$ cat config.mk
export PLATFORM = sky130hd
export DESIGN_NAME = move_issuer
export DESIGN_NICKNAME = d
export VERILOG_FILES = /design/src/rtl/mines_pkg.sv /design/src/rtl/btn_edge.sv /design/src/rtl/move_issuer.sv
export SDC_FILE = /design/constraint.sdc
export NUM_CORES = 1
export LEC_CHECK = 0
export CORE_MARGIN = 3
export CORE_UTILIZATION = 45
export DETAILED_ROUTE_END_ITERATION = 12
export GPL_TIMING_DRIVEN = 0
export PLACE_DENSITY = 0.87
export RECOVER_POWER = 100
export SYNTH_ARGS = -nofsm -noshare
export SYNTH_HDL_FRONTEND = slang
export SYNTH_HIERARCHICAL = 1
export SYNTH_SLANG_ARGS = --single-unit
$ cat constraint.sdc
create_clock -name in_clka -period 2.6 [get_ports in_clka]
set_clock_uncertainty 0.15 [all_clocks]
set_input_delay 0.52 -clock in_clka [delete_from_list [all_inputs] [get_ports in_clka]]
set_output_delay 0.52 -clock in_clka [all_outputs]
set_load 0.03 [all_outputs]
$ cat src/rtl/mines_pkg.sv
// Shared definitions for the minesweeper player front end: board size,
// cell index width and the move issuer state encoding.
package mines_pkg;

  localparam int BOARD_ROWS = 5;
  localparam int BOARD_COLS = 5;
  localparam int IDX_W      = 5;
  localparam int CELLS      = BOARD_ROWS * BOARD_COLS;

  typedef enum logic [1:0] {
    IDLE  = 2'd0,
    ISSUE = 2'd1,
    WAIT  = 2'd2,
    LOCK  = 2'd3
  } state_t;

  // Linear cell index, row-major.
  function automatic logic [IDX_W-1:0] cell_index(input logic [2:0] row,
                                                  input logic [2:0] col,
                                                  input int cols);
    int idx;
    idx = int'(row) * cols + int'(col);
    return idx[IDX_W-1:0];
  endfunction

endpackage

$ cat src/rtl/btn_edge.sv
// Rising-edge detector for one level button: a held button yields a single
// one-cycle event.
module btn_edge (
  input  logic clk,
  input  logic rst,
  input  logic btn,
  output logic evt
);

  logic prev;

  always_ff @(posedge clk or posedge rst) begin
    if (rst) prev <= 1'b0;
    else     prev <= btn;
  end

  assign evt = btn & ~prev;

endmodule

$ cat src/rtl/move_issuer.sv
// Cursor-to-move front end for the minesweeper core: one move in flight at a
// time. Optional MOVE_ISSUER_SKIP_CLEARED_EN ignores selects on cleared cells.
module move_issuer
  import mines_pkg::*;
#(
  parameter int ROWS     = BOARD_ROWS,
  parameter int COLS     = BOARD_COLS,
  parameter int WAIT_MAX = 64
) (
  input  logic              in_clka,
  input  logic              in_restart,
  input  logic              in_up,
  input  logic              in_down,
  input  logic              in_left,
  input  logic              in_right,
  input  logic              in_select,
  input  logic              in_display_done,
  input  logic              in_gameover,
  input  logic              in_win,
  input  logic [CELLS-1:0]  in_cleared,
  output logic [IDX_W-1:0]  out_data,
  output logic              out_data_in,
  output logic [2:0]        out_row,
  output logic [2:0]        out_col,
  output logic              out_busy,
  output logic [7:0]        out_moves,
  output logic              out_timeout,
  output logic              out_locked
);

  localparam int          CNT_W     = $clog2(WAIT_MAX + 1);
  localparam logic [CNT_W-1:0] WAIT_LAST = CNT_W'(WAIT_MAX - 1);
  localparam logic [2:0]  LAST_ROW  = 3'(ROWS - 1);
  localparam logic [2:0]  LAST_COL  = 3'(COLS - 1);

  state_t            state;
  logic [CNT_W-1:0]  wait_cnt;
  logic              up_evt, down_evt, left_evt, right_evt, sel_evt;
  logic              sel_ok, lock_req, cursor_en;
  logic [2:0]        row_nxt, col_nxt;
  logic [IDX_W-1:0]  cur_idx;

  btn_edge u_up    (.clk(in_clka), .rst(in_restart), .btn(in_up),     .evt(up_evt));
  btn_edge u_down  (.clk(in_clka), .rst(in_restart), .btn(in_down),   .evt(down_evt));
  btn_edge u_left  (.clk(in_clka), .rst(in_restart), .btn(in_left),   .evt(left_evt));
  btn_edge u_right (.clk(in_clka), .rst(in_restart), .btn(in_right),  .evt(right_evt));
  btn_edge u_sel   (.clk(in_clka), .rst(in_restart), .btn(in_select), .evt(sel_evt));

  assign cur_idx  = cell_index(out_row, out_col, COLS);
  assign lock_req = in_gameover | in_win;

`ifdef MOVE_ISSUER_SKIP_CLEARED_EN
  assign sel_ok = sel_evt & ~in_cleared[cur_idx];
`else
  logic cleared_unused;
  assign cleared_unused = ^in_cleared;
  assign sel_ok = sel_evt;
`endif

  // An accepted select in IDLE freezes the cursor so out_data is the pre-move cell.
  assign cursor_en = ~lock_req & (((state == IDLE) & ~sel_ok) | (state == WAIT));

  always_comb begin
    row_nxt = out_row;
    col_nxt = out_col;
    if (cursor_en) begin
      if (up_evt)         row_nxt = (out_row == 3'd0) ? LAST_ROW : out_row - 3'd1;
      else if (down_evt)  row_nxt = (out_row == LAST_ROW) ? 3'd0 : out_row + 3'd1;
      else if (left_evt)  col_nxt = (out_col == 3'd0) ? LAST_COL : out_col - 3'd1;
      else if (right_evt) col_nxt = (out_col == LAST_COL) ? 3'd0 : out_col + 3'd1;
    end
  end

  assign out_busy = (state == ISSUE) | (state == WAIT);

  always_ff @(posedge in_clka or posedge in_restart) begin
    if (in_restart) begin
      state       <= IDLE;
      wait_cnt    <= '0;
      out_row     <= 3'd0;
      out_col     <= 3'd0;
      out_data    <= '0;
      out_data_in <= 1'b0;
      out_moves   <= 8'd0;
      out_timeout <= 1'b0;
      out_locked  <= 1'b0;
    end else begin
      out_row     <= row_nxt;
      out_col     <= col_nxt;
      out_data_in <= 1'b0;
      if (lock_req) begin
        state      <= LOCK;
        out_locked <= 1'b1;
      end else begin
        case (state)
          IDLE: begin
            if (sel_ok) begin
              out_data    <= cur_idx;
              out_data_in <= 1'b1;
              if (out_moves != 8'hFF) out_moves <= out_moves + 8'd1;
              state       <= ISSUE;
            end
          end
          ISSUE: begin
            wait_cnt <= '0;
            state    <= WAIT;
          end
          WAIT: begin
            // Done wins over a timeout landing in the same cycle.
            if (in_display_done) begin
              state <= IDLE;
            end else if (wait_cnt == WAIT_LAST) begin
              out_timeout <= 1'b1;
              state       <= IDLE;
            end else begin
              wait_cnt <= wait_cnt + 1'b1;
            end
          end
          default: begin
            state      <= LOCK;
            out_locked <= 1'b1;
          end
        endcase
      end
    end
  end

endmodule
# Word-level counts from Yosys, hierarchy flattened

Index checks and enable logic that the tools add are counted.

Flip-flop bits (word level): 36
Input bits: 35
Output and inout bits: 23
Word-level logic and storage cells: 88

Add/sub/neg operators: 7
Multiply operators: 1
Eq/ne operators: 11
Mux-type cells: 21
Bitwise gates (word level): 20
Reductions and logical operators: 14

Operator list:

| kind                                                                    | count |
|---|---|
| 3-bit 2-to-1 mux                                                        | 8 |
| 4-bit AND reduction                                                     | 4 |
| 7-bit 2-to-1 mux                                                        | 2 |
| 7-bit case mux with 2 select lines                                      | 1 |
| 1-bit inverter                                                          | 10 |
| 8-bit by 1-bit adder with 8-bit output, second input constant           | 1 |
| 2-bit 2-to-1 mux                                                        | 4 |
| 8-bit inequality test, second input constant                            | 1 |
| 7-bit by 1-bit adder with 7-bit output, second input constant           | 1 |
| 1-bit AND                                                               | 7 |
| 7-bit by 6-bit equality test with 1-bit output, second input constant   | 1 |
| 3-bit by 1-bit adder with 3-bit output, second input constant           | 2 |
| 3-bit equality test, second input constant                              | 2 |
| 3-bit zero test                                                         | 2 |
| 2-bit case mux with 3 select lines                                      | 1 |
| 2-bit nonzero test                                                      | 3 |
| 3-bit by 1-bit subtractor with 3-bit output, second input constant      | 2 |
| 5-bit by 3-bit adder with 5-bit output                                  | 1 |
| 3-bit by 3-bit multiplier with 5-bit output, second input constant      | 1 |
| 1-bit 2-to-1 mux                                                        | 5 |
| 2-bit inequality test, second input constant                            | 2 |
| 4-bit by 3-bit inequality test with 1-bit output, second input constant | 1 |
| 2-bit AND reduction                                                     | 2 |
| 3-bit inequality test, second input constant                            | 1 |
| other kinds (7)                                                         | 9 |

# Logic depth before layout (Yosys ltp)

Gate-level depths: netlist of run 1.

Depth after elaboration: 7
Mapped depth: 7
Depth with buffers taken out: 7

# By module

The synthesis of run 1 kept the hierarchy.

Modules (own cells, without submodules):

| module      | instances | cells each | area an instance (um^2) | sequential area each (um^2) |
|---|---|---|---|---|
| move_issuer | 1         | 181        | 1860.5                  | 775.7 |
| btn_edge    | 5         | 3          | 42.5                    | 25.0 |

# Least setup slack after synthesis of run 1

OpenSTA, ideal clock, no wires.

Path kind: register -> register
From: register out_row[2]
To: register out_data[3]
Library setup time: 0.125 ns
Data arrival time: 2.048 ns
Required time: 2.325 ns
Slack: 0.277 ns
Stages on the path, launching flop included: 7
Path buffers: 0
Period minus slack after synthesis: 2.323 ns
Path through: dfrtp_1 -> ha_1 -> ha_1 -> inv_1 -> fa_1 -> xnor2_1 -> mux2_2

Longest elaborated chain between the ends: 2

Ends and longest elaborated chain:

| what                                        | line              | text |
|---|---|---|
| from (decl)                                 | move_issuer.sv:23 | `output logic [2:0] out_row,` |
| from (signal assigned)                      | move_issuer.sv:88 | `out_row <= row_nxt;` |
| 3-bit by 3-bit multiplier with 5-bit output | mines_pkg.sv:22   | `idx = int'(row) * cols + int'(col);` |
| 5-bit by 3-bit adder with 5-bit output      | mines_pkg.sv:22   |  |
| to (signal assigned)                        | move_issuer.sv:98 | `out_data <= cur_idx;` |
| to (decl)                                   | move_issuer.sv:21 | `output logic [IDX_W-1:0] out_data,` |

Every way passes these cells.
A chain may end at the register's enable or synchronous reset.

# Worst setup path in the final report of run 1

From: register state[0]
To: output port out_busy

Longest elaborated chain between the ends: 2
Elaborated cells on any way between the ends: 3
Classes of those cells: 2 x eq/ne; 1 x bitwise

Ends and longest elaborated chain:

| what                                                                                  | line               | text |
|---|---|---|
| from (decl)                                                                           | move_issuer.sv:36  | `state_t state;` |
| from (signal assigned)                                                                | move_issuer.sv:78  | `state <= IDLE;` |
| from (signal assigned)                                                                | move_issuer.sv:92  | `state <= LOCK;` |
| from (signal assigned)                                                                | move_issuer.sv:101 | `state <= ISSUE;` |
| 2-bit by 1-bit equality test with 1-bit output or 2-bit equality test (tied branches) | move_issuer.sv:74  | `assign out_busy = (state == ISSUE) \| (state == WAIT);` |
| 1-bit OR (*)                                                                          | move_issuer.sv:74  |  |
| to (decl)                                                                             | move_issuer.sv:25  | `output logic out_busy,` |

Mark *: on every way between the ends. The rest lies on a longest branch, timed or not.

==> impl_metrics.yaml, run 1 <==
clock_network:
  root_buffer: "clkbuf_8"
  cts_tree: "built"
  post_cts_resized: 0
  clock_sinks: 36
  postCtsSetupRepairBufs: 0
  numCtsBuffers: 5
  clkSlewWorstSetupHoldPaths_ps: 70
  ctsHoldBuffers: 0
  clockBufferDepth: 2
  htreeDepth: 2
  clk_latency_ps: 290
power:
  clockPowerShare: 0.390
  p_comb_frac: 0.054
  p_per_area_nw_per_um2: 408
  p_switching_mw: 0.249
  netSwitchingFraction: 0.243
  intPower_mw: 0.776
  pwr-share-seq: 0.557
  vdd_drop_max_mv: 0.290
  p_leak_nw: 1.27
critical_path:
  crit_arrival_ps: 1740
  rrSetupSlack_ps: 340
  critPathMaxFanout: 4
  path_cells: "inv_1, ha_1, clkdlybuf4s50_1"
  endpoint_kind: "primary output"
  crit_required_ps: 1930
  crit_type: "flop to primary output"
  max_stage_delay_ps: 670
  slowest_stage: "clkdlybuf4s50_1"
  start_kind: "flop"
synthesis:
  yosysSeqAreaShare: 0.435
  synthCells: 196
  synth_edf_count: 0
  synth_area_um2: 2070
  yosysWarnings: 6
  yosysTopAreaCell: "dfrtp_1"
  yosys.area.top_type_share: 0.435
  syn_avg_cell_area_um2: 10.6
  synthFlopType: "dfrtp_1"
  synth.ff_latch_count: 36
  netlist_top_cells_area: "dfrtp_1, ha_1, inv_1"
  async_reset_ff_frac: 1.00
  yosysUniqueCellTypes: 42
  synth_fp_nets: 252
die:
  core_um2: 4410
  rows: 24
  die_y_um: 73.9
  dieArea_um2: 5460
  fp.dieW_um: 73.9
  initial_core_util: 0.470
  io-pin-count: 58
sta:
  fmax_ghz: 0.414
  post-route-period-util: 0.929
  finalHoldViolations: 0
  drv_slew: 0
  slew_headroom: 0.201
  fin_crit_ps: 2410
  worst_pin_slew_ps: 1200
  rsz0062_at_grt: "no"
  finalSetupTns_ps: 0
  finalSetupViolCount: 0
  setup_ws_ps: 186
route:
  via_per_inst: 5.48
  drtAntennaViolNets: 0
  wirelength_um: 4140
  firstDrtPassIters: 4
  drtIter0Drc: 100
  vias: 1578
  wire_per_inst_um: 14.4
  drc: 0
global_routing:
  grt_pass1_wl_um: 7250
  track_usage: 0.171
  globalRoute.totalOverflow: 0
  grt_max_degree: 32
  grt_pass1_vias: 1617
  antenna_found_initial: 0
run_status:
  status: "completed"
cells_and_area:
  final_cell_area_um2: 2520
  fillers: 382
  utilization: 0.570
  num_antenna_cells: 0
  syn_to_final_growth_pct: 21.4
  fin_nets: 291
  drive_above_1_share: 0.0805
min_path:
  min_path_type: "flop to flop"
placement:
  hpwlAfterDp_um: 3010
  dp_worst_setup_slack_ps: 126
  io_buffers: 32
  placed_area_um2: 2460
  globalplace.congestion: 0.868
run:
  drv_cap: 0
[cell families after synthesis]
family | synth area share
buffers and inverters | 0.0429
DFF | 0.435
xor gates and xnor gates | 0.0465
AOI/OAI and AO/OA | 0.152
muxes | 0.0368
adders and majority gates | 0.130
and+or+nand+nor | 0.157
[cell usage in the layout (no fill, tap or decap), types with 6 or more instances in the layout]
master,instances
o21ai_0,11
dlygate4sd3_1,29
nand2_1,13
inv_1,19
xnor2_1,6
ha_1,20
dfrtp_1,36
nor2_1,11
a21oi_1,8
[area by class of cell]
class / count / area, um^2 / share of cell area
plain buffers: 3 / 11.3 / 0.00448
clock buffers: 5 / 68.8 / 0.0273
well taps: 52 / 65.1 / 0.0259
multi-input cells: 138 / 1060 / 0.421
inverters: 19 / 71.3 / 0.0283
flip-flops and latches: 36 / 901 / 0.358
clock inverters: 3 / 18.8 / 0.00746
repair buffers: 32 / 320 / 0.127
[synth_stat cells (all sizes together), types with 3 or more instances]
cell type  instances
dfrtp             36
ha                20
inv               19
nand2             13
o21ai             12
nor2              11
nor2b              9
a21oi              8
xnor2              6
mux2               5
xor2               5
a21o               4
a31oi              4
and3               4
nand3              4
a41oi              3
buf                3
nand2b             3
nand4              3
[through the flow]
stage | cells | power (mW) | hold slack (ps)
floorplan | 196 | 0.614 | 98.7
global placement | 280 | 0.640 | 308
detailed placement | 280 | 0.642 | 304
CTS | 288 | 1.04 | 326
global route | 288 | 1.07 | 357
finish | 288 | 1.03 | 313
[state kept, by name, summed over array words and instances (netlist names)]
register and count:
u_left/prev 1, out_col 3, out_data_in 1, u_sel/prev 1, state 2, u_down/prev 1
out_timeout 1, out_locked 1, out_data 5, u_right/prev 1, u_up/prev 1, wait_cnt 7
out_moves 8, out_row 3
[layer usage]
layer / share of wire / track usage / wire (um)
met5: 0 / 0 / 0
met4: 0.0056 / 0.0382 / 23
met3: 0.060 / 0.0602 / 250
met2: 0.45 / 0.265 / 1880
met1: 0.48 / 0.230 / 1980
[final timing paths]
kind	from	end	depth (start not counted)
min in group asynchronous	in_restart	u_up/prev	2
hold / removal	out_timeout	out_timeout	1
hold reg to reg	out_timeout	out_timeout	1
setup reg to reg	out_row[2]	out_data[4]	7
max in group asynchronous	in_restart	out_data[2]	2
setup / recovery	state[0]	out_busy	3
[power groups by stage]
stage,combinational [mW],clock [mW],sequential [mW]
6_report,0.0550,0.400,0.571
3_3_place_gp,0.0580,0,0.582
5_1_grt,0.0623,0.439,0.572
2_1_floorplan,0.0319,0,0.583
3_5_place_dp,0.0601,0,0.582
4_1_cts,0.0605,0.408,0.571
[critical path, delay by kind of cell, from the launching register on]
family	cells	cell delay, ps
buf+inv	2	750
fa+ha+maj	1	300
flops	1	410
(Power assumes the default switching activity.)
==> run 2, diff against run 1 <==
ABC_AREA = 1   (was not set)
CORE_UTILIZATION = 35   (was 45)
PLACE_DENSITY = 0.71   (was 0.87)
==> run 2 against run 1 <==
  * Hold slack gained 4.9 ps
  * Utilization fell by 12 points
  * Sequential power is 1% higher
  * Via count up 15%
  * Total power rose by 9.5%
  * Global-route usage is 4.5 points lower
  * Clock power rose by 7.5%
  * Worst setup slack better by 2.6 ps
==> impl_metrics.yaml, run 2 <==
run_status:
  status: "completed"
clock_network:
  clkSlewWorstSetupHoldPaths_ps: 80
  post_cts_resized: 0
  cts_tree: "built"
  clock_sinks: 36
  root_buffer: "clkbuf_8"
  htreeDepth: 2
  clockBufferDepth: 2
  clk_latency_ps: 290
  ctsHoldBuffers: 0
  numCtsBuffers: 5
  postCtsSetupRepairBufs: 0
sta:
  fin_crit_ps: 2410
  finalSetupViolCount: 0
  post-route-period-util: 0.928
  slew_headroom: 0.313
  finalHoldViolations: 0
  rsz0062_at_grt: "no"
  worst_pin_slew_ps: 1030
  fmax_ghz: 0.415
  finalSetupTns_ps: 0
  drv_slew: 0
synthesis:
  synth.most_common_cell: "nand2_1"
  async_reset_ff_frac: 1.00
  synth_fp_nets: 333
  syn_avg_cell_area_um2: 8.27
  yosys.area.top_type_share: 0.393
  synth_edf_count: 0
  synth_area_um2: 2290
  yosys-top-cells-count: "nand2_1, inv_1, dfrtp_1"
  yosysSeqAreaShare: 0.393
  netlist_top_cells_area: "dfrtp_1, nand2_1, ha_1"
  yosysUniqueCellTypes: 30
  synthCells: 277
  yosysTopAreaCell: "dfrtp_1"
  yosysWarnings: 6
  synthFlopType: "dfrtp_1"
  synth.ff_latch_count: 36
die:
  core_um2: 6130
  initial_core_util: 0.374
  io-pin-count: 58
  die_y_um: 86.9
  fp.dieW_um: 86.9
  dieArea_um2: 7550
  rows: 28
power:
  vdd_drop_max_mv: 0.203
  p_leak_nw: 1.42
  finalPower_mw: 1.12
  p_per_area_nw_per_um2: 406
cells_and_area:
  seq_area_um2: 901
  fin_nets: 373
  num_antenna_cells: 0
  multiInputGateArea_um2: 1170
  drive_above_1_share: 0.101
  largest_reg_flops: 8
  regMostFlops: "out_moves"
  top_regs: "out_moves x8, wait_cnt x7, out_data x5"
  fillers: 596
  final_common_cell: "nand2_1"
  final_cell_mix: "nand2_1, inv_1, dfrtp_1, dlygate4sd3_1, o21ai_0"
  syn_to_final_growth_pct: 20.6
critical_path:
  path_cells: "inv_1, ha_1, clkdlybuf4s50_1"
  slowest_stage: "clkdlybuf4s50_1"
  start_kind: "flop"
  critPathMaxFanout: 4
  crit_type: "flop to primary output"
  crit_arrival_ps: 1740
  crit_family: "buffers and inverters"
  rrSetupSlack_ps: 380
  cp_num_buf_inv: 2
  max_stage_delay_ps: 670
  endpoint_kind: "primary output"
  crit_required_ps: 1930
route:
  firstDrtPassIters: 4
  drtAntennaViolNets: 0
  wire_per_inst_um: 10.8
  wirelength_um: 4260
  via_per_inst: 4.62
  drtIter0Drc: 75
  vias: 1815
  drc: 0
global_routing:
  grt_pass1_vias: 1782
  globalRoute.totalOverflow: 0
  grt_pass1_wl_um: 7670
  grt_max_degree: 32
  antenna_found_initial: 0
  track_usage: 0.125
placement:
  io_buffers: 32
  hpwlAfterDp_um: 3270
  globalplace.congestion: 0.802
run:
  drv_cap: 0
min_path:
  min_path_type: "flop to flop"
[run 2: changes by cell type in the layout (fill, tap and decap cells not counted), moves of 5 or more]
cell     change
nand2_1     +63
inv_1       +24
nand3_1     +11
o21ai_0     +10
nor2_1       +8
mux2_2       -5
nor2_2       +5
[run 2: worst paths after layout]
| check | start | to | cells after the start |
|---|---|---|---|
| setup / recovery | state[1] | out_busy | 3 |
| hold / removal | out_locked | out_locked | 1 |
| hold reg to reg | out_locked | out_locked | 1 |
| setup reg to reg | out_row[2] | out_data[4] | 8 |
| min in group asynchronous | in_restart | u_right/prev | 2 |
| max in group asynchronous | in_restart | out_data[4] | 3 |
[run 2: cell type report]
class | count | area share
inverter | 45 | 0.0625
clock inverter | 2 | 0.00498
clock buffer | 6 | 0.0299
timing repair buffer | 33 | 0.120
tap | 75 | 0.0340
sequential | 36 | 0.326
multi-input combinational | 196 | 0.422
[run 2: routing by layer]
metal | part of all wire | track usage | vias up
li1 | - | - | 944
met1 | 0.48 | 0.165 | 837
met2 | 0.47 | 0.204 | 32
met3 | 0.038 | 0.0322 | 2
met4 | 0.0045 | 0.0354 | 0
met5 | 0 | 0 | -
[run 2: per-stage QoR]
stage | util | worst slack (ps) | hold WS [ps] | cell area (um^2) | std cells
after global placement | 0.441 | 292 | 309 | 2710 | 384
after global routing | 0.451 | 91.9 | 355 | 2760 | 393
after floorplan | - | 390 | 98.7 | 2290 | 277
final | 0.451 | 188 | 318 | 2760 | 393
after detailed placement | 0.441 | 285 | 311 | 2710 | 384
after CTS | 0.457 | 167 | 330 | 2800 | 392
[run 2: cell families after synthesis]
group                      share of synthesized area
and+or+nand+nor                                0.293
buffers and inverters                         0.0770
DFF                                            0.393
AOI/OAI and AO/OA                             0.0770
adders and majority gates                      0.118
xor gates and xnor gates                      0.0415
[run 2: where the power goes]
group	internal [mW]	switching, mW
Combinational	0.0451	0.0688
Clock	0.217	0.214
Sequential	0.568	0.0103
[run 2: worst reg2reg max path: cells and delay by family (launching register included)]
| kind | cells | cell delay (ps) |
|---|---|---|
| adder cells (fa/ha/maj) | 3 | 850 |
| AO/OA/AOI/OAI | 1 | 160 |
| flip-flops | 1 | 490 |
| AND/OR/NAND/NOR | 4 | 470 |
